[config.mk]
export PLATFORM = sky130hd
export DESIGN_NAME = apb_cmd_sequencer_flat
export DESIGN_NICKNAME = d
export VERILOG_FILES = /design/src/rtl/apb_cmd_sequencer_if.sv /design/src/rtl/apb_cmd_sequencer.sv /design/src/flat_wrapper.sv
export SDC_FILE = /design/constraint.sdc
export NUM_CORES = 1
export LEC_CHECK = 0
export ABC_AREA = 1
export CORE_UTILIZATION = 45
export DETAILED_ROUTE_END_ITERATION = 8
export PLACE_DENSITY = 0.82
export REMOVE_ABC_BUFFERS = 1
export SKIP_LAST_GASP = 1
export SYNTH_ARGS = -nofsm -noshare
export SYNTH_HDL_FRONTEND = slang
export SYNTH_SLANG_ARGS = --single-unit
export TNS_END_PERCENT = 50
[constraint.sdc]
create_clock -name pclk -period 3.57 [get_ports pclk]
set_clock_uncertainty 0.15 [all_clocks]
set_input_delay 0.714 -clock pclk [delete_from_list [all_inputs] [get_ports pclk]]
set_output_delay 0.714 -clock pclk [all_outputs]
set_load 0.01 [all_outputs]
[src/rtl/apb_cmd_sequencer_if.sv]
// rtl/apb_cmd_sequencer_if.sv - producer, master/slave-top and response signals of the command sequencer
interface apb_cmd_sequencer_if #(
   parameter int DEPTH = 4
) ();
   localparam int CW = $clog2(DEPTH + 1);

   logic          cmd_valid_i;
   logic [1:0]    cmd_i;
   logic          cmd_ready_o;
   logic [1:0]    add_o;
   logic          ready_i;
   logic [31:0]   rdata_i;
   logic          rsp_valid_o;
   logic [31:0]   rsp_data_o;
   logic          rsp_err_o;
   logic          rsp_ready_i;
   logic          busy_o;
   logic [CW-1:0] count_o;

   modport master (
      output cmd_valid_i, cmd_i, ready_i, rdata_i, rsp_ready_i,
      input  cmd_ready_o, add_o, rsp_valid_o, rsp_data_o, rsp_err_o, busy_o, count_o
   );

   modport slave (
      input  cmd_valid_i, cmd_i, ready_i, rdata_i, rsp_ready_i,
      output cmd_ready_o, add_o, rsp_valid_o, rsp_data_o, rsp_err_o, busy_o, count_o
   );
endinterface

[src/rtl/apb_cmd_sequencer.sv]
// rtl/apb_cmd_sequencer.sv - command FIFO feeding one APB add transaction at a time, with timeout watchdog
module apb_cmd_sequencer #(
   parameter int DEPTH   = 4,
   parameter int TIMEOUT = 16
) (
   input logic               pclk,
   input logic               preset_n,
   apb_cmd_sequencer_if.slave bus
);
   localparam int PW = $clog2(DEPTH);
   localparam int CW = $clog2(DEPTH + 1);
   localparam int TW = $clog2(TIMEOUT);

   typedef enum logic [2:0] {S_IDLE, S_ISSUE, S_SETUP, S_WAIT, S_RESP} state_t;

   state_t        state_q, state_d;
   logic [1:0]    mem_q [DEPTH];
   logic [1:0]    mem_d [DEPTH];
   logic [PW-1:0] wr_ptr_q, wr_ptr_d;
   logic [PW-1:0] rd_ptr_q, rd_ptr_d;
   logic [CW-1:0] count_q, count_d;
   logic [TW-1:0] timer_q, timer_d;
   logic [1:0]    add_q, add_d;
   logic          rsp_valid_q, rsp_valid_d;
   logic [31:0]   rsp_data_q, rsp_data_d;
   logic          rsp_err_q, rsp_err_d;

   logic full;
   logic push;
   logic pop;

   always_comb begin
      state_d     = state_q;
      mem_d       = mem_q;
      wr_ptr_d    = wr_ptr_q;
      rd_ptr_d    = rd_ptr_q;
      count_d     = count_q;
      timer_d     = timer_q;
      add_d       = add_q;
      rsp_valid_d = rsp_valid_q;
      rsp_data_d  = rsp_data_q;
      rsp_err_d   = rsp_err_q;

      full = (count_q == CW'(DEPTH));
      // No-ops are handshaken like real commands but never stored.
      push = bus.cmd_valid_i && !full && (bus.cmd_i != 2'b00);
      pop  = (state_q == S_IDLE) && (count_q != '0);

      if (push) begin
         mem_d[wr_ptr_q] = bus.cmd_i;
         wr_ptr_d        = wr_ptr_q + 1'b1;
      end
      if (pop) begin
         rd_ptr_d = rd_ptr_q + 1'b1;
      end
      if (push && !pop) begin
         count_d = count_q + 1'b1;
      end else if (!push && pop) begin
         count_d = count_q - 1'b1;
      end

      case (state_q)
         S_IDLE: begin
            if (pop) begin
               add_d   = mem_q[rd_ptr_q];
               state_d = S_ISSUE;
            end
         end
         S_ISSUE: begin
            add_d   = 2'b00;
            state_d = S_SETUP;
         end
         S_SETUP: begin
            timer_d = '0;
            state_d = S_WAIT;
         end
         S_WAIT: begin
            if (bus.ready_i) begin
               rsp_data_d  = bus.rdata_i;
               rsp_err_d   = 1'b0;
               rsp_valid_d = 1'b1;
               state_d     = S_RESP;
            end else if (timer_q == TW'(TIMEOUT - 1)) begin
               rsp_data_d  = 32'h0;
               rsp_err_d   = 1'b1;
               rsp_valid_d = 1'b1;
               state_d     = S_RESP;
            end else begin
               timer_d = timer_q + 1'b1;
            end
         end
         S_RESP: begin
            if (bus.rsp_ready_i) begin
               rsp_valid_d = 1'b0;
               state_d     = S_IDLE;
            end
         end
         default: state_d = S_IDLE;
      endcase
   end

   always_ff @(posedge pclk or negedge preset_n) begin
      if (!preset_n) begin
         state_q     <= S_IDLE;
         mem_q       <= '{default: 2'b00};
         wr_ptr_q    <= '0;
         rd_ptr_q    <= '0;
         count_q     <= '0;
         timer_q     <= '0;
         add_q       <= 2'b00;
         rsp_valid_q <= 1'b0;
         rsp_data_q  <= 32'h0;
         rsp_err_q   <= 1'b0;
      end else begin
         state_q     <= state_d;
         mem_q       <= mem_d;
         wr_ptr_q    <= wr_ptr_d;
         rd_ptr_q    <= rd_ptr_d;
         count_q     <= count_d;
         timer_q     <= timer_d;
         add_q       <= add_d;
         rsp_valid_q <= rsp_valid_d;
         rsp_data_q  <= rsp_data_d;
         rsp_err_q   <= rsp_err_d;
      end
   end

   assign bus.cmd_ready_o = !full;
   assign bus.add_o       = add_q;
   assign bus.rsp_valid_o = rsp_valid_q;
   assign bus.rsp_data_o  = rsp_data_q;
   assign bus.rsp_err_o   = rsp_err_q;
   assign bus.busy_o      = (state_q != S_IDLE);
   assign bus.count_o     = count_q;
endmodule

[src/flat_wrapper.sv]
// flat-port wrapper written by rule: the top's interface ports become plain ports
module apb_cmd_sequencer_flat 
#(
   parameter int DEPTH   = 4,
   parameter int TIMEOUT = 16
)
  (pclk, preset_n, bus_cmd_valid_i, bus_cmd_i, bus_ready_i, bus_rdata_i, bus_rsp_ready_i, bus_cmd_ready_o, bus_add_o, bus_rsp_valid_o, bus_rsp_data_o, bus_rsp_err_o, bus_busy_o, bus_count_o);
  apb_cmd_sequencer_if #(.DEPTH(DEPTH)) bus_i ();
  input logic pclk;
  input logic preset_n;
  input wire logic [$bits(bus_i.cmd_valid_i)-1:0] bus_cmd_valid_i;
  input wire logic [$bits(bus_i.cmd_i)-1:0] bus_cmd_i;
  input wire logic [$bits(bus_i.ready_i)-1:0] bus_ready_i;
  input wire logic [$bits(bus_i.rdata_i)-1:0] bus_rdata_i;
  input wire logic [$bits(bus_i.rsp_ready_i)-1:0] bus_rsp_ready_i;
  output wire logic [$bits(bus_i.cmd_ready_o)-1:0] bus_cmd_ready_o;
  output wire logic [$bits(bus_i.add_o)-1:0] bus_add_o;
  output wire logic [$bits(bus_i.rsp_valid_o)-1:0] bus_rsp_valid_o;
  output wire logic [$bits(bus_i.rsp_data_o)-1:0] bus_rsp_data_o;
  output wire logic [$bits(bus_i.rsp_err_o)-1:0] bus_rsp_err_o;
  output wire logic [$bits(bus_i.busy_o)-1:0] bus_busy_o;
  output wire logic [$bits(bus_i.count_o)-1:0] bus_count_o;
  assign bus_i.cmd_valid_i = bus_cmd_valid_i;
  assign bus_i.cmd_i = bus_cmd_i;
  assign bus_i.ready_i = bus_ready_i;
  assign bus_i.rdata_i = bus_rdata_i;
  assign bus_i.rsp_ready_i = bus_rsp_ready_i;
  assign bus_cmd_ready_o = bus_i.cmd_ready_o;
  assign bus_add_o = bus_i.add_o;
  assign bus_rsp_valid_o = bus_i.rsp_valid_o;
  assign bus_rsp_data_o = bus_i.rsp_data_o;
  assign bus_rsp_err_o = bus_i.rsp_err_o;
  assign bus_busy_o = bus_i.busy_o;
  assign bus_count_o = bus_i.count_o;
  apb_cmd_sequencer #(.DEPTH(DEPTH), .TIMEOUT(TIMEOUT)) u_core (.pclk(pclk), .preset_n(preset_n), .bus(bus_i));
endmodule
==> results of run 1 <==
final cells by class:
cell class                      count  area (sq um)
Fill cell                         488          1890
Sequential cell                    58          1450
Multi-Input combinational cell    217          1050
Timing Repair Buffer               83           816
Clock buffer                       11           141
Inverter                           24          90.1
Tap cell                           72          90.1
Clock inverter                      5          77.6
how the worst max path moves through the flow:
stage                                            startpoint                           endpoint  slack [ns]  cells after the start
after global routing      u_core.bus.count_o[1]$_DFFE_PN0P_                    bus_cmd_ready_o        0.72                      3
after global placement                         bus_cmd_i[1]  u_core.bus.count_o[2]$_DFFE_PN0P_        0.67                     10
after detailed placement                       bus_cmd_i[1]  u_core.bus.count_o[2]$_DFFE_PN0P_        0.59                     10
after floorplan                                bus_cmd_i[1]  u_core.bus.count_o[2]$_DFFE_PN0P_        1.08                      9
after CTS                 u_core.bus.count_o[1]$_DFFE_PN0P_                    bus_cmd_ready_o        0.85                      3
final                     u_core.bus.count_o[1]$_DFFE_PN0P_                    bus_cmd_ready_o        0.86                      3
layout by cell type (no fill, tap or decap), types with 2 or more instances in the layout:
cell type and instances:
a21oi_1 3, buf_4 4, bufinv_16 2, clkbuf_8 10
clkdlybuf4s50_1 78, clkinv_2 2, dfrtp_1 58, ha_1 6
inv_1 21, inv_2 3, nand2_1 142, nand2_2 11
nand3_1 14, nand3_2 3, nand4_1 8, nor2_1 11
nor2_4 2, o211ai_1 2, o21ai_0 3, xnor2_1 2
xor2_1 2
critical path, cell delays in order, from the launching register on:
cell and delay, ns:
dfrtp_1 0.41, inv_1 0.10, nand3_1 0.38, clkdlybuf4s50_1 0.63
routing by layer:
| metal | global-route usage | up-vias |
|---|---|---|
| met3 | 0.0517 | 8 |
| met1 | 0.264 | 992 |
| met2 | 0.324 | 47 |
| met4 | 0.0982 | 0 |
| met5 | 0 | - |
| li1 | - | 1123 |
where the power goes:
part	leakage [nW]	internal [mW]	switching, mW
Clock	0.109	0.410	0.252
Combinational	1.04	0.656	0.679
Sequential	0.721	0.953	0.213
registers in the layout, indices dropped and copies added (netlist names):
register and flops:
u_core.bus.rsp_data_o 32, u_core.mem_q 8, u_core.timer_q 4, u_core.bus.count_o 3
u_core.state_q 3, u_core.bus.add_o 2, u_core.rd_ptr_q 2, u_core.wr_ptr_q 2
u_core.bus.rsp_err_o 1, u_core.bus.rsp_valid_o 1
metrics by stage:
stage / area (sq um) / worst slack [ns] / power (mW)
floorplan: 2590 / 1.08 / 1.86
global placement: 3500 / 0.671 / 2.47
detailed placement: 3500 / 0.588 / 2.53
CTS: 3710 / 0.853 / 3.20
global route: 3710 / 0.725 / 3.43
finish: 3710 / 0.862 / 3.16
cells by family after synthesis:
| group | Yosys count |
|---|---|
| flip-flops | 58 |
| AO/OA/AOI/OAI | 12 |
| adder cells (fa/ha/maj) | 7 |
| XOR/XNOR | 4 |
| buffers and inverters | 33 |
| AND/OR/NAND/NOR | 194 |
==> flow_summary.toml, run 1 <==
[run_status]
status = "finished clean"

[critical_path]
crit_fanout = 14
criticalPathCategory = "reg -> out"
rr_endpoint = "u_core.bus.count_o[2]$_DFFE_PN0P_"
startpoint_type = "flip-flop"
cp-end-kind = "primary output"
crit_required_ns = 2.71
rr_startpoint = "u_core.bus.count_o[1]$_DFFE_PN0P_"
r2r_slack_ns = 1.04
cp.arrival_ns = 1.84
r2r.worst_path.cells = 10

[layout]
final_cells = 470
postLayoutCoreUtil = 0.662
fin_nets = 439
drive_gt1_frac = 0.106
diodes = 0
area_delta_synth_final_pct = 39.0

[detailed_routing]
drt_iter0_markers = 120
drc_errors = 0
wire_per_inst_um = 11.8
met2_length_um = 2610
vias_per_cell = 4.62
routed-via-count = 2170
wirelength_um = 5540
wl_met1_um = 2620
highest_layer = "met4"
ant_nets = 0
wl_met3_um = 222
first_pass_iters = 4

[worst_hold_path]
worst_hold_path.endpoint = "u_core.bus.rsp_data_o[0]$_DFFE_PN0P_"
holdCritPathClass = "reg -> reg"
holdCritStartpoint = "u_core.bus.rsp_data_o[0]$_DFFE_PN0P_"
holdPathStages = 2

[timing]
min_period_over_period = 0.759
drv_slew = 0
hold_violations = 0
rsz0062_at_grt = "false"
setup_tns_ns = 0
final-setup-viol-count = 0
max_freq_ghz = 0.369
worst_pin_slew_ns = 0.967
hold_slack_ns = 0.320
slew_headroom = 0.356
period_needed_ns = 2.71

[synth]
ys_ff_latch = 58
yosys-top-cells-area = "dfrtp_1 54%, nand2_1 20%, inv_1 2.9%, ha_1 2.8%, nand3_1 2.6%"
synth-xor-area-share = 0.0131
syn_area_sq_um = 2670
synth_top_family_by_area = "simple AND/OR/NAND/NOR gates"
synth_most_common_cell = "nand2_1"
synth_top_cell_by_area = "dfrtp_1"
synth_top_cell_area_share = 0.543
yosysUniqueCellTypes = 26
ys_top_cells_by_count = "142 x nand2_1, 58 x dfrtp_1, 21 x inv_1"
yosysSeqAreaShare = 0.543
synth-simple-area-share = 0.312
yosys_warnings = 0
synth_compound_area_frac = 0.0318
syn_avg_cell_area_sq_um = 8.68
synthAdderAreaFrac = 0.0356
synthMuxAreaShare = 0
syn_inst = 308
async_reset_ff_frac = 1.00
synth_edf_count = 0
synth_ff_type = "dfrtp_1"

[die]
start_util = 0.477
core_area_sq_um = 5610
dieArea_sq_um = 6250
fp.dieH_um = 79.1
die_x_um = 79.1
placementRows = 27
ios = 80

[clock_network]
cts_num_sinks = 58
cts-resized-gates = 0
htreeDepth = 3
cts_buffers = 9
clkTransAtPathRegs_ns = 0.07
cts_tree = "yes"
cts_root_buf = "clkbuf_8"
cts_hold_buf = 0
clk_latency_ns = 0.32
cts_setup_buffers = 0
cts_buffer_depth = 2

[grt]
grt_pass1_wl_um = 9790
grt_max_degree = 45
grt_pass1_vias = 2199
grt_overflow = 0
grt_antenna_before_repair = 0
grt_usage = 0.205

[placement]
routabilityCongestion = 0.814
hpwl_um = 4020
port_buffers = 79
dp.cells = 454

[pwr]
powerDensity_nw_per_um2 = 852
max-vdd-ir-drop_mv = 0.430
p_leak_nw = 1.87

[flow_run]
maxCapViolCount = 0
(Power assumes the default switching activity.)
==> inputs of run 2 (changes only) <==
- CORE_UTILIZATION: 45 -> 42
- PLACE_DENSITY: 0.82 -> 0.8
- clock period: 3.57 -> 2.4 ns (I/O delays scaled with it)
==> flow_summary.toml, run 2 (synthesis results as in run 1) <==
[die]
start_util = 0.444
core_area_sq_um = 6030
die_x_um = 81.8
placementRows = 28
dieArea_sq_um = 6690
ios = 80
fp.dieH_um = 81.8

[placement]
dp.cells = 464
place_area_sq_um = 3580
port_buffers = 79
hpwl_um = 4470
routabilityCongestion = 0.759
dp_slack_ns = -0.202

[detailed_routing]
vias_per_cell = 4.76
drc_errors = 0
first_pass_iters = 4
wire_per_inst_um = 12.5
wirelength_um = 6000
routed-via-count = 2283
drt_iter0_markers = 150
ant_nets = 0

[clock_network]
cts_num_sinks = 58
cts_buffers = 9
cts_buffer_depth = 2
cts_root_buf = "clkbuf_8"
cts_tree = "yes"
clkTransAtPathRegs_ns = 0.06
clk_latency_ns = 0.33
htreeDepth = 3

[critical_path]
cpMaxStageDelayCell = "clkdlybuf4s50_1"
crit_fanout = 2
critical_path.cell_chain = "clkdlybuf4s50_1, o21a_1, nand2_1, inv_1, ha_1, inv_1, fa_1, or2_2, nand2_1, xor2_1"
rr_startpoint = "u_core.state_q[1]$_DFFE_PN0P_"
startpoint_type = "primary input"
cp-end-kind = "flip-flop"
cp.arrival_ns = 2.37
max_stage_delay_ns = 0.48
startpoint = "bus_cmd_i[1]"
crit_required_ns = 2.49
criticalPathCategory = "in -> reg"

[run_status]
status = "finished clean"

[layout]
area_delta_synth_final_pct = 41.6
final_cell_area_sq_um = 3780
postLayoutCoreUtil = 0.628
layout.cells.most_common_list = "142 x nand2_1, 78 x clkdlybuf4s50_1, 57 x dfrtp_1, 21 x inv_1, 14 x nand3_1"
layout_commonest_cell = "nand2_1"
final_cells = 480
diodes = 0
largest_reg_flops = 32
fin_nets = 447
drive_gt1_frac = 0.123
fillers = 544

[timing]
setup_tns_ns = 0
worst_pin_slew_ns = 0.476
final-setup-viol-count = 0
worst_slack_ns = 0.124
drv_slew = 0
min_period_over_period = 0.948
rsz0062_at_grt = "false"
hold_violations = 0
max_freq_ghz = 0.439
slew_headroom = 0.683
period_needed_ns = 2.28
hold_slack_ns = 0.320

[flow_run]
maxCapViolCount = 0

[worst_hold_path]
holdCritPathClass = "reg -> reg"
holdCritStartpoint = "u_core.bus.rsp_data_o[5]$_DFFE_PN0P_"

[grt]
grt_antenna_before_repair = 0
grt_usage = 0.209
grt_overflow = 0
grt_pass1_wl_um = 10400
grt_pass1_vias = 2359
grt_max_degree = 39

[pwr]
p_leak_nw = 1.90
power_mw = 4.69
max-vdd-ir-drop_mv = 0.664
powerDensity_nw_per_um2 = 1240
[run 2: final timing paths]
kind / endpoint / slack (ns) / depth (start not counted)
max reg2reg: u_core.bus.count_o[2]$_DFFE_PN0P_ / 0.18 / 10
max: u_core.bus.count_o[2]$_DFFE_PN0P_ / 0.12 / 10
min: u_core.bus.rsp_data_o[5]$_DFFE_PN0P_ / 0.32 / 2
min in group asynchronous: u_core.bus.rsp_data_o[25]$_DFFE_PN0P_ / 0.50 / 2
min reg2reg: u_core.bus.rsp_data_o[5]$_DFFE_PN0P_ / 0.32 / 2
max in group asynchronous: u_core.bus.rsp_data_o[20]$_DFFE_PN0P_ / 1.05 / 3
[run 2: what timing repair did]
item	4_1_cts	5_1_grt
resized for setup	0	2
endpoints found under the setup margin	0	1
buffers inserted	0	0
hold endpoints to repair	20	0
hold buffers	1	0
[run 2: routing by layer]
metal / vias up / part of all wire / track usage
li1: 1135 / - / -
met1: 1084 / 0.43 / 0.252
met2: 57 / 0.51 / 0.351
met3: 7 / 0.043 / 0.0400
met4: 0 / 0.017 / 0.112
met5: - / 0 / 0
[run 2: where the power goes]
part | switching, mW | total [mW] | internal, mW | leakage, nW
combinational | 1.05 | 2.08 | 1.03 | 1.09
sequential | 0.319 | 1.74 | 1.42 | 0.720
clock | 0.372 | 0.870 | 0.498 | 0.0941
[run 2: cell type report]
| type | instances | area [sq um] | area share |
|---|---|---|---|
| inverters | 24 | 90.1 | 0.0238 |
| flip-flops and latches | 58 | 1450 | 0.384 |
| well taps | 75 | 93.8 | 0.0248 |
| clock buffers | 10 | 138 | 0.0364 |
| multi-input cells | 217 | 1050 | 0.277 |
| repair buffers | 91 | 907 | 0.240 |
| clock inverters | 5 | 55.1 | 0.0145 |
[run 2: critical path: cells and delay by family]
family / cells / cell delay (ns)
fa+ha+maj: 2 / 0.53
xor+xnor: 1 / 0.15
buf+inv: 3 / 0.62
simple gates: 3 / 0.45
compound gates: 1 / 0.15
